File: config.mk
export PLATFORM = sky130hd
export DESIGN_NAME = time_set_stepper
export DESIGN_NICKNAME = d
export VERILOG_FILES = /design/src/rtl/time_set_stepper_pkg.sv /design/src/rtl/time_set_stepper_sync_2ff.sv /design/src/rtl/time_set_stepper.sv
export SDC_FILE = /design/constraint.sdc
export NUM_CORES = 1
export LEC_CHECK = 0
export CAP_MARGIN = 10
export CORE_ASPECT_RATIO = 1.2
export CORE_MARGIN = 4
export CORE_UTILIZATION = 55
export DETAILED_ROUTE_END_ITERATION = 16
export PLACE_DENSITY_LB_ADDON = 0.15
export SYNTH_ARGS = -nofsm -noshare
export SYNTH_HDL_FRONTEND = slang
export SYNTH_SLANG_ARGS = --single-unit
File: constraint.sdc
create_clock -name clk -period 3.9 [get_ports clk]
set_input_delay 0.78 -clock clk [delete_from_list [all_inputs] [get_ports clk]]
set_output_delay 0.78 -clock clk [all_outputs]
set_load 0.01 [all_outputs]
File: src/rtl/time_set_stepper_pkg.sv
// Shared definitions for the time/alarm setting pushbutton front-end.
//   state_e      : FSM state encoding (3 bits, fixed values)
//   DIR_UP/DOWN  : direction encoding on dir (also used by the counters)
//   single_press : exactly one button held while setting mode is active
package time_set_stepper_pkg;

  typedef enum logic [2:0] {
    ST_IDLE       = 3'd0,
    ST_PRESS_DB   = 3'd1,
    ST_HOLD       = 3'd2,
    ST_REPEAT     = 3'd3,
    ST_RELEASE_DB = 3'd4
  } state_e;

  localparam logic DIR_UP   = 1'b0;
  localparam logic DIR_DOWN = 1'b1;

  function automatic logic single_press(input logic en, input logic su, input logic sd);
    return en & (su ^ sd);
  endfunction

endpackage

File: src/rtl/time_set_stepper_sync_2ff.sv
// Two-flop synchronizer for one asynchronous level input.
//   clk : destination clock
//   rst : asynchronous, active-high reset; both flops clear to 0
//   d_i : raw asynchronous input
//   q_o : synchronized output (two clk cycles of latency)
module sync_2ff (
  input  logic clk,
  input  logic rst,
  input  logic d_i,
  output logic q_o
);

  logic meta_q;
  logic sync_q;

  always_ff @(posedge clk or posedge rst) begin
    if (rst) begin
      meta_q <= 1'b0;
      sync_q <= 1'b0;
    end else begin
      meta_q <= d_i;
      sync_q <= meta_q;
    end
  end

  assign q_o = sync_q;

endmodule

File: src/rtl/time_set_stepper.sv
// Pushbutton front-end for the clock time/alarm setting path. Turns the raw
// up/down buttons into a one-cycle step pulse plus direction, with
// synchronization, debounce and hold-to-auto-repeat.
//   clk       : system clock
//   rst       : asynchronous, active-high reset
//   set_en    : setting mode active; steps only while high
//   btn_up    : raw up button, active-high
//   btn_down  : raw down button, active-high
//   step      : one-cycle pulse, drives the counter enable
//   dir       : 0 = up, 1 = down; valid whenever step = 1
//   repeating : high while auto-repeat is active
//
// state         | meaning
// --------------|-----------------------------------------------------
// ST_IDLE       | waiting for a single press
// ST_PRESS_DB   | press seen, counting stable cycles before first step
// ST_HOLD       | first step issued, waiting for auto-repeat delay
// ST_REPEAT     | auto-repeat active, step every REPEAT_CYCLES+1 cycles
// ST_RELEASE_DB | waiting for both buttons low for DB_CYCLES cycles
//
// DB_CYCLES must be at least 2: the press debounce counts the first
// accepted cycle as 1 on entry to ST_PRESS_DB.
module time_set_stepper
  import time_set_stepper_pkg::*;
#(
  parameter int unsigned DB_CYCLES     = 4,
  parameter int unsigned HOLD_CYCLES   = 10,
  parameter int unsigned REPEAT_CYCLES = 3,
  parameter int unsigned CW            = 24
) (
  input  logic clk,
  input  logic rst,
  input  logic set_en,
  input  logic btn_up,
  input  logic btn_down,
  output logic step,
  output logic dir,
  output logic repeating
);

  logic su;
  logic sd;

  sync_2ff u_sync_up (
    .clk (clk),
    .rst (rst),
    .d_i (btn_up),
    .q_o (su)
  );

  sync_2ff u_sync_down (
    .clk (clk),
    .rst (rst),
    .d_i (btn_down),
    .q_o (sd)
  );

  state_e        state_q, state_d;
  logic [CW-1:0] timer_q, timer_d;
  logic          step_q, step_d;
  logic          dir_q, dir_d;
  logic          rep_q, rep_d;

  logic [CW-1:0] timer_inc;
  logic          press;
  logic          same_press;

  assign timer_inc  = timer_q + CW'(1);
  assign press      = single_press(set_en, su, sd);
  // pdir is sd whenever exactly one button is down
  assign same_press = press && (sd == dir_q);

  always_ff @(posedge clk or posedge rst) begin
    if (rst) begin
      state_q <= ST_IDLE;
      timer_q <= '0;
      step_q  <= 1'b0;
      dir_q   <= DIR_UP;
      rep_q   <= 1'b0;
    end else begin
      state_q <= state_d;
      timer_q <= timer_d;
      step_q  <= step_d;
      dir_q   <= dir_d;
      rep_q   <= rep_d;
    end
  end

  always_comb begin
    state_d = state_q;
    timer_d = timer_q;
    step_d  = 1'b0;
    dir_d   = dir_q;
    rep_d   = rep_q;

    case (state_q)
      ST_IDLE: begin
        if (press) begin
          dir_d   = sd;
          timer_d = CW'(1);
          state_d = ST_PRESS_DB;
        end
      end

      ST_PRESS_DB: begin
        if (same_press) begin
          if (timer_inc == CW'(DB_CYCLES)) begin
            step_d  = 1'b1;
            timer_d = '0;
            state_d = ST_HOLD;
          end else begin
            timer_d = timer_inc;
          end
        end else begin
          timer_d = '0;
          state_d = ST_IDLE;
        end
      end

      ST_HOLD: begin
        if (!same_press) begin
          rep_d   = 1'b0;
          timer_d = '0;
          state_d = ST_RELEASE_DB;
        end else if (!step_q) begin
          // the step cycle itself is not counted, giving HOLD_CYCLES+1 spacing
          if (timer_inc == CW'(HOLD_CYCLES)) begin
            step_d  = 1'b1;
            rep_d   = 1'b1;
            timer_d = '0;
            state_d = ST_REPEAT;
          end else begin
            timer_d = timer_inc;
          end
        end
      end

      ST_REPEAT: begin
        if (!same_press) begin
          rep_d   = 1'b0;
          timer_d = '0;
          state_d = ST_RELEASE_DB;
        end else if (!step_q) begin
          if (timer_inc == CW'(REPEAT_CYCLES)) begin
            step_d  = 1'b1;
            timer_d = '0;
          end else begin
            timer_d = timer_inc;
          end
        end
      end

      ST_RELEASE_DB: begin
        if (su || sd) begin
          timer_d = '0;
        end else if (timer_inc == CW'(DB_CYCLES)) begin
          timer_d = '0;
          state_d = ST_IDLE;
        end else begin
          timer_d = timer_inc;
        end
      end

      default: begin
        rep_d   = 1'b0;
        timer_d = '0;
        state_d = ST_IDLE;
      end
    endcase
  end

  assign step      = step_q;
  assign dir       = dir_q;
  assign repeating = rep_q;

endmodule

== After elaboration in Yosys (flattened, before gate mapping) ==
Cells that the tools add are included.
Operators by class
  muxes and demuxes: 35
  reduce and logical (&&, ||, !) cells: 8
  bitwise operators: 3
  add/subtract/negate cells: 1
  equal/unequal tests: 16
Operators by type and width (count)
  2-to-1 mux 24 bit: 10
  one-hot mux 24 bit (5 select lines): 1
  2-to-1 mux 3 bit: 9
  adder 24 x 1 -> 24 bit (second input constant): 1
  equality test 24 x 2 -> 1 bit (second input constant): 1
  equality test 24 x 3 -> 1 bit (second input constant): 1
  equality test 24 x 4 -> 1 bit (second input constant): 1
  one-hot mux 3 bit (5 select lines): 1
  2-to-1 mux 1 bit: 12
  != test 3 bit (second input constant): 4
  != test 2 bit (second input constant): 4
  AND reduction 7 bit: 1
  equality test 3 x 2 -> 1 bit (second input constant): 2
  one-hot mux 1 bit (3 select lines): 2
  AND reduction 4 bit: 1
  equality test 3 x 1 -> 1 bit (second input constant): 1
  equality test 3 bit (second input constant): 1
  zero test 3 bit: 1
  AND reduction 3 bit: 1
  OR reduction 3 bit: 1
  AND reduction 2 bit: 1
  bitwise AND 1 bit: 1
  equality test 1 bit: 1
  logical AND 1 bit: 1
  3 further kinds: 3
Word-level totals
  word-level logic and storage cells: 72
  bits of input ports: 5
  bits in registers: 34
  output and inout bits: 3

== Logic depth before layout (Yosys ltp) ==
  word-level depth: 6
  mapped depth: 11
  mapped depth without buffers: 10

== Cells and area by module ==
From an unflattened synthesis, not the netlist that was laid out.
Second synthesis, totals
  cells, all modules: 276
  area total of the unflattened synthesis: 2367.3 sq um
By module, submodules not included
  time_set_stepper: times used 1, area an instance 2259.7 sq um, sequential area each 750.7 sq um, cells each 270
  sync_2ff: times used 2, area an instance 53.8 sq um, sequential area each 50.0 sq um, cells each 3

== Worst setup path before layout ==
Ideal clock, no wire load.
  path kind: reg2reg
  start point: register timer_q[0]
  end point: register timer_q[0]
  arrival: 2.830 ns
  path buffers: 1
  slack: 0.935 ns
  required time: 3.765 ns
  clock period less this slack: 2.965 ns
  library setup time: 0.135 ns
  cell stages (with the launch flop): 11
  path through: dfrtp_1 > ha_1 > nand4_2 > nor4_4 > and3_1 > a31oi_1 > nor4_4 > nand3_1 > a21oi_4 > buf_6 > o211ai_1
Between the ends
  cells in the longest elaborated chain, start to end: 6
  elaborated cells on any way between the ends: 14
  those cells by class: add/sub: 1; eq/ne: 3; mux: 10
RTL lines
  start: declaration: RTL line time_set_stepper.sv:59  | logic [CW-1:0] timer_q, timer_d;
  start signal: assignment: RTL line time_set_stepper.sv:82  | timer_q <= timer_d;
  adder 24 x 1 -> 24 bit (*): RTL line time_set_stepper.sv:68  | assign timer_inc = timer_q + CW'(1);
  equality test 24 x 2 -> 1 bit or equality test 24 x 4 -> 1 bit (tied branches): RTL line time_set_stepper.sv:144, time_set_stepper.sv:127
  2-to-1 mux 24 bit, on equally long branches: RTL line time_set_stepper.sv:144, time_set_stepper.sv:127
  2-to-1 mux 24 bit, on equally long branches: RTL line time_set_stepper.sv:143, time_set_stepper.sv:125
  2-to-1 mux 24 bit, on equally long branches: RTL line time_set_stepper.sv:139, time_set_stepper.sv:121
  one-hot mux 24 bit (5 select lines) (*): RTL line time_set_stepper.sv:96  | case (state_q)
Every way passes the cells marked *; elsewhere a longest branch is shown, timed or not. The select of a mux whose other input is x is not followed.
A chain may end at the register's enable or synchronous reset.

== Worst setup path in the final report ==
  start point: register timer_q[0]
  end point: register timer_q[4]
The elaborated chain is that of the path after synthesis.

==> impl_metrics.yaml <==
yosys:
  synth_ff_type: "dfrtp_1"
  synthCells: 312
  avgSynthCellArea_um2: 8.06
  ys_types: 57
  yosysSeqAreaShare: 0.338
  ys_ff_latch: 34
  yosysWarnings: 0
  syn_nets: 321
  synth_edf_count: 0
  synthArstFlopShare: 1.00
  netlist_area_mm2: 0.00251
power:
  p_leak_nw: 1.06
  powerDensity_mw_per_mm2: 296
  vdd_drop_max_v: 0.000220
die:
  rows: 26
  top_level_ports: 8
  initial_core_util: 0.581
  die_w_um: 69.7
  die_h_um: 82.1
  die_area_mm2: 0.00572
  coreArea_mm2: 0.00433
clock_network:
  cts_root_buf: "clkbuf_8"
  post_cts_resized: 0
  tritoncts: "done"
  cts_sinks: 34
  postCtsSetupBuffers: 0
  cts_buffers: 5
  htreeDepth: 2
  cts.clk_slew.worst_paths_ns: 0.07
  clk_latency_ns: 0.30
  cts_buffer_depth: 2
  cts_hold_buf: 0
sta:
  maxSlewViolCount: 0
  timing.fmax_mhz: 284
  maxSlewHeadroom: 0.619
  finClkSkew_ns: 0.00979
  final-hold-violation-count: 0
  period_share: 0.904
  setup_violations: 0
  fin_setup_tns_ns: 0
  rsz0062_at_grt: "false"
  min_period_ns: 3.52
  worst_slew_pin_slew_ns: 0.570
setup_path:
  path_max_fanout: 18
  r2r-start: "timer_q[0]"
  reg2reg_depth: 9
  cp.arrival_ns: 3.68
  crit_path_start_kind: "flip-flop"
  cp_slowest_stage_delay_ns: 0.54
  path_buf_inv: 0
  r2r_end: "timer_q[4]"
  timing.critical_path.max_delay_family: "simple AND/OR/NAND/NOR gates"
  r2r_slack_ns: 0.38
  crit_type: "reg2reg"
  crit_path_end_kind: "flip-flop"
  critical-path-slowest-cell: "a21oi_4"
  path_cells: "ha_1, nand4_2, or3_1, nor2_1, o221ai_1, nor4_4, nand3_1, a21oi_4, o22ai_1"
  worst_ep_required_time_ns: 4.05
finish:
  reg_top3: "timer_q (24), state_q (3)"
  multi_input_area_mm2: 0.00152
  postLayoutCoreUtil: 0.634
  fillers: 389
  syn_to_final_growth_pct: 9.06
  final_layout_size_suffix_gt1_frac: 0.110
  largest_register_ff_count: 24
  layout_common_cells: "nand2_1 (37), dfrtp_1 (34), o21ai_0 (26)"
  regArea_um2: 851
  regMostFlops: "timer_q"
  fin_nets: 326
  layout_commonest_cell: "nand2_1"
  n_antenna_cell: 0
global_routing:
  grt_pass1_wl_um: 11000
  grt_max_degree: 35
  antenna_found_initial: 0
  grtUsageTotal: 0.240
  grt_pass1_vias: 2308
  gr-total-overflow: 0
hold_path:
  holdCritStartpoint: "u_sync_up.meta_q"
  hold_class: "reg2reg"
  holdPathEnd: "u_sync_up.q_o"
  worstHoldPathCells: 0
placed_design:
  hpwl_um: 4320
  gp_congestion: 0.859
  io_buffers: 7
drt:
  wl_per_cell_um: 16.7
  drt-initial-drc-count: 247
  vias: 2429
  first_pass_iters: 5
  drtAntennaViolNets: 0
  drt-total-wl_um: 6250
  viasPerCell: 6.49
  drc: 0
flow_run:
  drv_cap: 0
status:
  status: "finished clean"
[worst max-delay path by stage]
stage	startpoint	end	depth (start not counted)
4_1_cts	timer_q[0]	timer_q[18]	9
3_3_place_gp	timer_q[0]	timer_q[22]	9
2_1_floorplan	timer_q[0]	timer_q[0]	10
6_report	timer_q[0]	timer_q[4]	9
5_1_grt	timer_q[0]	timer_q[4]	9
3_5_place_dp	timer_q[0]	timer_q[18]	9
[worst reg2reg max path, delay by kind of cell (launching register included)]
kind / cells / cell delay, ns
adders and majority gates: 1 / 0.44
DFF: 1 / 0.50
AOI/OAI and AO/OA: 3 / 0.90
and+or+nand+nor: 5 / 1.55
[cell type report]
| cell class | instances | share of cell area |
|---|---|---|
| clock buffers | 7 | 0.0315 |
| clock inverters | 1 | 0.00183 |
| inverters | 14 | 0.0192 |
| multi-input cells | 243 | 0.553 |
| flip-flops and latches | 34 | 0.310 |
| well taps | 56 | 0.0256 |
| repair buffers | 19 | 0.0584 |
[per-stage QoR]
step	instances	worst slack [ns]	cell area, um2	hold WS [ns]	total power [mW]
floorplan	312	0.935	2510	0.331	0.486
global placement	366	0.443	2650	0.332	0.533
detailed placement	366	0.385	2650	0.336	0.536
CTS	374	0.369	2740	0.352	0.812
global route	374	0.145	2740	0.364	0.849
finish	374	0.376	2740	0.348	0.811
[routing by layer]
metal,global-route usage,wire length [um],vias up
li1,-,-,1182
met2,0.407,2990,90
met4,0.0920,155,0
met5,0,0,-
met3,0.0490,356,19
met1,0.303,2750,1138
[report_power, final]
group          internal, mW  switching, mW  total [mW]
combinational        0.0578         0.0888       0.147
clock                 0.143          0.137       0.280
sequential            0.365         0.0187       0.384
total                 0.566          0.245       0.811
[cells by family (layout without fill, tap and decap cells)]
logic type	after synthesis	in the layout	share of synthesized area
simple gates	131	131	0.287
compound gates	99	99	0.264
buf+inv	35	41	0.0582
flops	34	34	0.338
xor+xnor	7	7	0.0244
fa+ha+maj	4	4	0.0199
mux	2	2	0.00796
[synth_stat cells, types with 2 or more instances]
cell / number / area (um2)
and3_1: 8 / 50.1
nand2_1: 37 / 139
and2_1: 3 / 18.8
o31ai_1: 10 / 75.1
buf_2: 4 / 20.0
nor3_1: 12 / 60.1
nor4_4: 2 / 42.5
nand2b_1: 3 / 18.8
o21a_1: 3 / 22.5
inv_1: 14 / 52.6
or3_1: 5 / 31.3
a311oi_1: 2 / 17.5
xnor2_1: 6 / 52.6
a31o_2: 2 / 17.5
nor4_1: 6 / 37.5
o22ai_1: 7 / 43.8
o21ai_0: 26 / 130
nand4_1: 8 / 50.1
a211oi_1: 7 / 52.6
nor3b_1: 2 / 15.0
or2_2: 5 / 31.3
ha_1: 4 / 50.1
nand3b_1: 3 / 22.5
a32oi_1: 2 / 17.5
o2bb2ai_1: 6 / 52.6
clkbuf_1: 14 / 52.6
a21oi_1: 13 / 65.1
nand3_1: 12 / 60.1
nor2_1: 16 / 60.1
a21o_1: 3 / 22.5
mux2i_1: 2 / 20.0
clkbuf_2: 2 / 10.0
dfrtp_1: 34 / 851
a31oi_1: 6 / 37.5
(Power assumes the default switching activity.)
